$ cat src/rtl/prog_loader_pkg.sv
// Shared types and constants for the program-memory loader.
// Stream: count byte N at COUNT_BYTE_POS, then N words, each high byte then low byte.
package prog_loader_pkg;

  localparam int unsigned BYTE_W         = 8;
  localparam int unsigned INSTR_W        = 16;
  localparam int unsigned COUNT_BYTE_POS = 0;

  typedef enum logic [2:0] {
    HDR,
    HI,
    LO,
    CSUM,
    DONE,
    ERR
  } state_t;

endpackage

$ cat src/rtl/prog_loader_if.sv
// Byte-stream input and program-memory write bus of the loader.
//   in_data/in_valid/in_ready : valid/ready byte stream into the loader
//   mem_we/mem_addr/mem_wdata : one-cycle write strobe with address and word
// slave = loader side, master = stream source / memory side.
interface prog_loader_if #(
  parameter int unsigned ADDR_W = 5,
  parameter int unsigned DATA_W = 16
);
  import prog_loader_pkg::*;

  logic [BYTE_W-1:0] in_data;
  logic              in_valid;
  logic              in_ready;
  logic              mem_we;
  logic [ADDR_W-1:0] mem_addr;
  logic [DATA_W-1:0] mem_wdata;

  modport master (
    output in_data, in_valid,
    input  in_ready, mem_we, mem_addr, mem_wdata
  );

  modport slave (
    input  in_data, in_valid,
    output in_ready, mem_we, mem_addr, mem_wdata
  );

endinterface

$ cat src/rtl/prog_loader_csum.sv
// Running XOR accumulator over the data bytes of a load.
//   clk, rstn : clock, async active-low reset
//   clr       : zero the accumulator (wins over en)
//   en        : fold din into the accumulator
//   acc       : current XOR of all folded bytes
module prog_loader_csum
  import prog_loader_pkg::*;
(
  input  logic              clk,
  input  logic              rstn,
  input  logic              clr,
  input  logic              en,
  input  logic [BYTE_W-1:0] din,
  output logic [BYTE_W-1:0] acc
);

  always_ff @(posedge clk or negedge rstn) begin
    if (!rstn)    acc <= '0;
    else if (clr) acc <= '0;
    else if (en)  acc <= acc ^ din;
  end

endmodule

$ cat src/rtl/prog_loader.sv
// Fills a writable program memory from a byte stream and holds the core in
// reset until the load completes cleanly.
//   clk, rstn  : clock, async active-low reset
//   load_req   : one-cycle pulse, starts or restarts a load
//   bus        : byte stream in, program-memory write strobe out
//   core_rstn  : 0 keeps the processor core in reset
//   load_done  : load finished successfully (level)
//   load_err   : load failed (level)
// Optional: define PROG_LOADER_CSUM_EN to require a trailing XOR checksum byte.
module prog_loader
  import prog_loader_pkg::*;
#(
  parameter int unsigned ADDR_W = 5,
  parameter int unsigned DATA_W = 16,
  parameter int unsigned DEPTH  = 16
) (
  input  logic          clk,
  input  logic          rstn,
  input  logic          load_req,
  prog_loader_if.slave  bus,
  output logic          core_rstn,
  output logic          load_done,
  output logic          load_err
);

`ifdef PROG_LOADER_CSUM_EN
  localparam state_t POST_DATA = CSUM;
`else
  localparam state_t POST_DATA = DONE;
`endif

  state_t            state_q, state_d;
  logic [ADDR_W-1:0] idx_q, idx_d;
  logic [BYTE_W-1:0] rem_q, rem_d;
  logic [BYTE_W-1:0] hold_q, hold_d;
  logic              mem_we_q, mem_we_d;
  logic [ADDR_W-1:0] mem_addr_q, mem_addr_d;
  logic [DATA_W-1:0] mem_wdata_q, mem_wdata_d;
  logic              done_q, done_d;
  logic              err_q, err_d;
  logic              in_ready_c;
  logic              accept_c;

  // Ready only in byte-consuming states; a restart request masks it.
`ifdef PROG_LOADER_CSUM_EN
  assign in_ready_c = (state_q inside {HDR, HI, LO, CSUM}) && !load_req;
`else
  assign in_ready_c = (state_q inside {HDR, HI, LO}) && !load_req;
`endif
  assign accept_c = in_ready_c && bus.in_valid;

`ifdef PROG_LOADER_CSUM_EN
  logic [BYTE_W-1:0] csum_acc;
  logic              csum_clr_c;
  logic              csum_en_c;

  // Count byte is never folded: accumulator is held clear while in HDR.
  assign csum_clr_c = load_req || (state_q == HDR);
  assign csum_en_c  = accept_c && (state_q inside {HI, LO});

  prog_loader_csum u_csum (
    .clk  (clk),
    .rstn (rstn),
    .clr  (csum_clr_c),
    .en   (csum_en_c),
    .din  (bus.in_data),
    .acc  (csum_acc)
  );
`endif

  // Next-state and registered-output logic.
  always_comb begin
    state_d     = state_q;
    idx_d       = idx_q;
    rem_d       = rem_q;
    hold_d      = hold_q;
    mem_we_d    = 1'b0;
    mem_addr_d  = mem_addr_q;
    mem_wdata_d = mem_wdata_q;
    done_d      = 1'b0;
    err_d       = 1'b0;

    case (state_q)
      HDR: begin
        if (accept_c) begin
          if (bus.in_data == '0) begin
            state_d = POST_DATA;
          end else if (bus.in_data > BYTE_W'(DEPTH)) begin
            state_d = ERR;
          end else begin
            rem_d   = bus.in_data;
            state_d = HI;
          end
        end
      end
      HI: begin
        if (accept_c) begin
          hold_d  = bus.in_data;
          state_d = LO;
        end
      end
      LO: begin
        if (accept_c) begin
          mem_we_d    = 1'b1;
          mem_addr_d  = idx_q;
          mem_wdata_d = DATA_W'({hold_q, bus.in_data});
          idx_d       = idx_q + ADDR_W'(1);
          rem_d       = rem_q - BYTE_W'(1);
          state_d     = (rem_q == BYTE_W'(1)) ? POST_DATA : HI;
        end
      end
`ifdef PROG_LOADER_CSUM_EN
      CSUM: begin
        if (accept_c) state_d = (bus.in_data == csum_acc) ? DONE : ERR;
      end
`endif
      DONE:    done_d  = 1'b1;
      ERR:     err_d   = 1'b1;
      default: state_d = HDR;
    endcase

    // Restart drops any half-assembled word; no byte is taken this cycle.
    if (load_req) begin
      state_d  = HDR;
      idx_d    = '0;
      rem_d    = '0;
      mem_we_d = 1'b0;
      done_d   = 1'b0;
      err_d    = 1'b0;
    end
  end

  // State and output registers.
  always_ff @(posedge clk or negedge rstn) begin
    if (!rstn) begin
      state_q     <= HDR;
      idx_q       <= '0;
      rem_q       <= '0;
      hold_q      <= '0;
      mem_we_q    <= 1'b0;
      mem_addr_q  <= '0;
      mem_wdata_q <= '0;
      done_q      <= 1'b0;
      err_q       <= 1'b0;
    end else begin
      state_q     <= state_d;
      idx_q       <= idx_d;
      rem_q       <= rem_d;
      hold_q      <= hold_d;
      mem_we_q    <= mem_we_d;
      mem_addr_q  <= mem_addr_d;
      mem_wdata_q <= mem_wdata_d;
      done_q      <= done_d;
      err_q       <= err_d;
    end
  end

  assign bus.in_ready  = in_ready_c;
  assign bus.mem_we    = mem_we_q;
  assign bus.mem_addr  = mem_addr_q;
  assign bus.mem_wdata = mem_wdata_q;
  assign core_rstn     = done_q;
  assign load_done     = done_q;
  assign load_err      = err_q;

endmodule

$ cat src/flat_wrapper.sv
// flat-port wrapper written by rule: the top's interface ports become plain ports
module prog_loader_flat import prog_loader_pkg::*;
#(
  parameter int unsigned ADDR_W = 5,
  parameter int unsigned DATA_W = 16,
  parameter int unsigned DEPTH  = 16
)
  (clk, rstn, load_req, core_rstn, load_done, load_err, bus_in_data, bus_in_valid, bus_in_ready, bus_mem_we, bus_mem_addr, bus_mem_wdata);
  prog_loader_if #(.ADDR_W(ADDR_W), .DATA_W(DATA_W)) bus_i ();
  input  logic clk;
  input  logic rstn;
  input  logic load_req;
  output logic core_rstn;
  output logic load_done;
  output logic load_err;
  input wire logic [$bits(bus_i.in_data)-1:0] bus_in_data;
  input wire logic [$bits(bus_i.in_valid)-1:0] bus_in_valid;
  output wire logic [$bits(bus_i.in_ready)-1:0] bus_in_ready;
  output wire logic [$bits(bus_i.mem_we)-1:0] bus_mem_we;
  output wire logic [$bits(bus_i.mem_addr)-1:0] bus_mem_addr;
  output wire logic [$bits(bus_i.mem_wdata)-1:0] bus_mem_wdata;
  assign bus_i.in_data = bus_in_data;
  assign bus_i.in_valid = bus_in_valid;
  assign bus_in_ready = bus_i.in_ready;
  assign bus_mem_we = bus_i.mem_we;
  assign bus_mem_addr = bus_i.mem_addr;
  assign bus_mem_wdata = bus_i.mem_wdata;
  prog_loader #(.ADDR_W(ADDR_W), .DATA_W(DATA_W), .DEPTH(DEPTH)) u_core (.clk(clk), .rstn(rstn), .load_req(load_req), .bus(bus_i), .core_rstn(core_rstn), .load_done(load_done), .load_err(load_err));
endmodule
$ cat config.mk
export PLATFORM = sky130hd
export DESIGN_NAME = prog_loader_flat
export DESIGN_NICKNAME = d
export VERILOG_FILES = /design/src/rtl/prog_loader_pkg.sv /design/src/rtl/prog_loader_if.sv /design/src/rtl/prog_loader_csum.sv /design/src/rtl/prog_loader.sv /design/src/flat_wrapper.sv
export SDC_FILE = /design/constraint.sdc
export NUM_CORES = 1
export LEC_CHECK = 0
export BUFFER_PORTS_ARGS = -buffer_cell sky130_fd_sc_hd__buf_2
export CAP_MARGIN = 20
export CORE_ASPECT_RATIO = 1.4
export CORE_MARGIN = 5
export CORE_UTILIZATION = 47
export DETAILED_ROUTE_END_ITERATION = 6
export MAX_ROUTING_LAYER = met4
export PLACE_DENSITY = 0.69
export SYNTH_ARGS = -nofsm -noshare
export SYNTH_HDL_FRONTEND = slang
export SYNTH_SLANG_ARGS = --single-unit
$ cat constraint.sdc
create_clock -name clk -period 1.9 [get_ports clk]
set_clock_uncertainty 0.1 [all_clocks]
set_input_delay 0.095 -clock clk [delete_from_list [all_inputs] [get_ports clk]]
set_output_delay 0.095 -clock clk [all_outputs]
set_load 0.05 [all_outputs]
# Word level (Yosys, flattened, before mapping)
# Index checks and enable logic that the tools add are counted.
# word_totals
latchBits	0
mem_count	0
mem_bits_rw	0
rom_bits	0
ff_bits	48
out_inout_bits	26
# classes
n_shift	0
div_mod_pow	0
mul	0
mux	24
bitwise	0
n_eq_ne	11
n_reduce_logical	15
addsub	2
n_lt_le_gt_ge	1
# op_table
cell	n
$mux W8	5
$mux W3	7
$pmux W8 S2	1
$mux W5	3
$pmux W3 S4	1
$ne A3 B2 Y1 const B	3
$eq A8 B1 Y1 const B	1
$gt A8 B5 Y1 const B	1
$logic_not A8 Y1	1
$sub A8 B1 Y8 const B	1
$mux W1	7
$eq A3 B3 Y1 const B	2
$ne A3 B3 Y1 const B	2
$reduce_and A2 Y1	3
$reduce_bool A3 Y1	2
$add A5 B1 Y5 const B	1
$reduce_and A5 Y1	1
$reduce_and A4 Y1	1
$reduce_bool A2 Y1	2
$eq A3 B1 Y1 const B	1
$eq A3 B2 Y1 const B	1
$logic_not A3 Y1	1
$logic_and A1 B1 Y1	2
$ne A2 B1 Y1 const B	1
2 further kinds	2

# Longest topological paths before layout
# logic_depth
word_depth	7
depth_mapped	6

# Worst setup path after synthesis
# OpenSTA, ideal clock, no wires.
# synth_path
path_kind	register to output
from	register u_core.state_q[2]
to	output port bus_in_ready
setup_slack_ns	-0.039
path_buffers	1
arrival_ns	1.744
required_ns	1.705
stages_incl_launch_ff	3
cell_sequence	dfrtp_1 -> buf_6 -> a211oi_1
# synth_via
elab_chain_len	3
# synth_lines
item	line	text
from (decl)	prog_loader.sv:32	state_t state_q, state_d;
from (signal assigned)	prog_loader.sv:146	state_q <= state_d;
$eq A3 B1 Y1, or another cell as far along	prog_loader.sv:48	assign in_ready_c = (state_q inside {HDR, HI, LO}) && !load_req;
$reduce_bool A3 Y1 *	prog_loader.sv:48	
$logic_and A1 B1 Y1 *	prog_loader.sv:48	
to (decl)	flat_wrapper.sv:18	output wire logic [$bits(bus_i.in_ready)-1:0] bus_in_ready;
# Every way passes the cells marked *; elsewhere a longest branch is shown, timed or not.

# Final worst setup path
# layout_path
from	register u_core.rem_q[0]
to	register u_core.rem_q[5]
# layout_via
elab_chain_len	4
# layout_lines
item	line	text
from (decl)	prog_loader.sv:34	logic [BYTE_W-1:0] rem_q, rem_d;
from (signal assigned)	prog_loader.sv:148	rem_q <= rem_d;
$sub A8 B1 Y8	prog_loader.sv:108	rem_d = rem_q - BYTE_W'(1);
$mux W8	prog_loader.sv:103	if (accept_c) begin
$pmux W8 S2	prog_loader.sv:83	case (state_q)
$mux W8	prog_loader.sv:123	if (load_req) begin
# No other way between the ends. The select of a mux whose other input is x is not followed.
# A chain may end at the register's enable or synchronous reset.

==> qor.csv <==
stage,metric,value,unit
logic_synthesis,"Seq/Total Area, Yosys",0.5342,
logic_synthesis,Gate Count Post-Synth,185,
routing,final WL,4.886,mm
floorplanning,Die H,91.84,um
placed_design,placed cell count,289,
placed_design,placed inst area,2560,um2
logic_synthesis,Syn Nets,200,
setup_path,crit start category,flop,
grt,vias in the first global route,1654,
layout,Nets,257,
layout,Finished Layout Cells,304,
clock_tree,"Reg clk slew, reported paths",0.09,ns
logic_synthesis,top post-synthesis cells by area,"dfrtp_1 (53%), mux2_2 (15%), a21oi_1 (1.8%)",
logic_synthesis,syn_area_per_cell,12.15,um2
grt,initial antenna violation count,0,
sta,final worst path period share,0.9675,
worst_hold_path,Hold Crit Start,bus_in_data[5],
setup_path,worst reg-to-reg path cell count,4,
setup_path,Setup crit end kind,flop,
routing,Final ANT Viol Nets,0,
status,outcome,"complete, no violations",
layout,layout cell share with drive strength beyond 1,0.4132,
logic_synthesis,Yosys warnings,0,
sta,Slew headroom,0.6395,
worst_hold_path,Hold Crit Endpoint,u_core.hold_q[5],
clock_tree,CTS tree,built,
setup_path,RR Endpoint,u_core.rem_q[5],
setup_path,Reg-to-Reg Start,u_core.rem_q[0],
logic_synthesis,Yosys cell types,45,
routing,router iterations before antenna repair,4,
worst_hold_path,Hold Path Stages,2,
setup_path,crit-path max FO,4,
power,Max IR drop VDD,0.0006362,V
layout,post-route cell area,2744,um2
logic_synthesis,"EDFF count, synth",0,
logic_synthesis,"FFs w/ async S/R, synth",1.000,
floorplanning,row count,29,
sta,Fin Setup TNS,0,ns
layout,Syn-to-layout area delta,22.04,%
logic_synthesis,Mapped Area,2248,um2
sta,final slew viol count,0,
grt,global-route wire length before repair,8.142,mm
routing,Vias/cell,5.431,
setup_path,R2R setup slack,0.06,ns
power,Power Total,2455,uW
floorplanning,Top-Level Pins,38,
setup_path,"Req. time, crit path",1.98,ns
sta,clock period minus worst slack,1.838,ns
clock_tree,H-Tree Depth,2,
routing,wire per inst,16.07,um
placed_design,hpwl dp,3.568,mm
sta,Fmax achieved,0.5440,GHz
logic_synthesis,post-synth top area cell,dfrtp_1,
clock_tree,CTS root buf,clkbuf_8,
grt,gr usage total,0.1760,
logic_synthesis,commonest cells in the netlist,"dfrtp_1 (48), mux2_2 (29), nand2_1 (10), a21oi_1 (8), nor2_1 (7)",
clock_tree,maximum count of clock buffers along a single path,2,
clock_tree,CTS Sinks,48,
grt,gr ovfl total,0,
routing,initial DRC count,86,
setup_path,Setup CP Type,reg2reg,
logic_synthesis,ys flop type,dfrtp_1,
floorplanning,Core Area,4572,um2
logic_synthesis,"FF+latch count, synth",48,
placed_design,IO Port Bufs,37,
layout,Diodes inserted,0,
clock_tree,total CTS buffers,5,
flow_run,Maximum Capacitance Violations,0,
floorplanning,Die Area,6287,um2
power,power per cell area,894.7,nW/um2
grt,largest net degree at the start of global routing,20,
sta,Final Hold Viols,0,
sta,"Setup violations, final",0,
setup_path,Arrival @ worst endpoint,1.91,ns
routing,Via Count,1651,
placed_design,GPL Wtd Cong,0.9365,
floorplanning,Initial Util,0.4918,
power,Leak,0.001350,uW
sta,RSZ-0062 raised after global routing,false,
clock_tree,Skew-Pair Late Insertion Delay,0.30,ns
logic_synthesis,Yosys top cell area share,0.5342,
routing,DRC Markers,0,
sta,Least-Margin Pin Slew,0.5367,ns
floorplanning,Die Span X,68.46,um
logic_synthesis,most common cell in the netlist,dfrtp_1,
worst_hold_path,HP Class,in2reg,
layout make-up:
type / count / area, um2
Inverter: 6 / 22.52
Multi-Input combinational cell: 121 / 975.9
Fill cell: 403 / 1828
Sequential cell: 48 / 1201
Tap cell: 62 / 77.57
Timing Repair Buffer: 60 / 375.4
Clock buffer: 6 / 82.58
Clock inverter: 1 / 8.758
worst max-delay path, cell delays in order (launching register included):
cell and delay (ns):
dfrtp_1 0.42, or4_4 0.57, or2_0 0.22, a221oi_1 0.27
o32ai_1 0.13
repair_timing:
item                                   CTS  global route
gates resized for setup                  0             2
endpoints found under the hold margin   23             0
setup endpoints to repair                0             6
setup buffers                            0             1
hold buffers                             7             0
worst max path at each step:
stage / startpoint / to / slack, ns / cells after the start
2_1_floorplan: u_core.rem_q[0] / u_core.rem_q[5] / 0.14 / 4
3_3_place_gp: u_core.rem_q[0] / u_core.rem_q[5] / 0.10 / 4
3_5_place_dp: u_core.rem_q[0] / u_core.rem_q[5] / 0.06 / 4
4_1_cts: bus_in_data[3] / u_core.rem_q[2] / 0.04 / 7
5_1_grt: u_core.rem_q[0] / u_core.rem_q[5] / 0.006 / 4
6_report: u_core.rem_q[0] / u_core.rem_q[5] / 0.06 / 4
cell usage in the layout (no fill, tap or decap), types with 2 or more instances in the layout:
cell           synthesis  routed
dfrtp_1               48      48
and2_1                 2       2
nand4_1                2       2
nor2b_1                2       2
or3b_1                 2       2
mux2i_1                2       2
a21oi_1                8       8
clkbuf_8               0       6
mux2_2                29      29
nor2_1                 7       7
nand2_1               10      10
nor4_2                 2       2
xor2_1                 3       3
and3_1                 4       4
dlygate4sd3_1          0       7
o22ai_1                6       6
o32ai_1                2       2
nor3b_1                4       4
buf_2                  4      37
nand3_1                5       5
o21ai_0                4       4
buf_4                  3      16
nor3_1                 3       3
inv_1                  6       6
ha_1                   3       3
through the flow:
stage | hold WS [ns] | utilization | setup WS [ns]
finish | 0.01439 | 0.6002 | 0.06182
global route | 0.02304 | 0.6002 | 0.006342
CTS | 0.006693 | 0.5952 | 0.03565
detailed placement | -0.04702 | 0.5599 | 0.06085
global placement | -0.04679 | 0.5599 | 0.1031
floorplan | -0.3006 | - | 0.1385
state kept, by name, summed over array words and instances, names as in the netlist:
signal	flops
u_core.core_rstn	1
u_core.rem_q	8
u_core.load_err	1
u_core.hold_q	8
u_core.bus.mem_addr	5
u_core.bus.mem_wdata	16
u_core.bus.mem_we	1
u_core.idx_q	5
u_core.state_q	3
layer usage:
layer | wire length (um) | global-route usage
met4 | 96 | 0.05970
met2 | 2555 | 0.2813
met1 | 1979 | 0.2189
met3 | 255 | 0.03423
met5 | 0 | -
where the power goes:
part	internal [uW]	total (uW)	switching [uW]
clock	290	624	333
sequential	1160	1230	71.7
combinational	207	601	394
cell families (layout without fill, tap and decap cells):
logic type,count (synthesis),after routing,share of synthesized area
AND/OR/NAND/NOR,53,53,0.1508
flip-flops,48,48,0.5342
AO/OA/AOI/OAI,31,31,0.09183
multiplexers,31,31,0.1541
buffers and inverters,16,73,0.04062
adder cells (fa/ha/maj),3,3,0.01670
XOR/XNOR,3,3,0.01169
No activity file was read; power rests on OpenSTA's default activity.
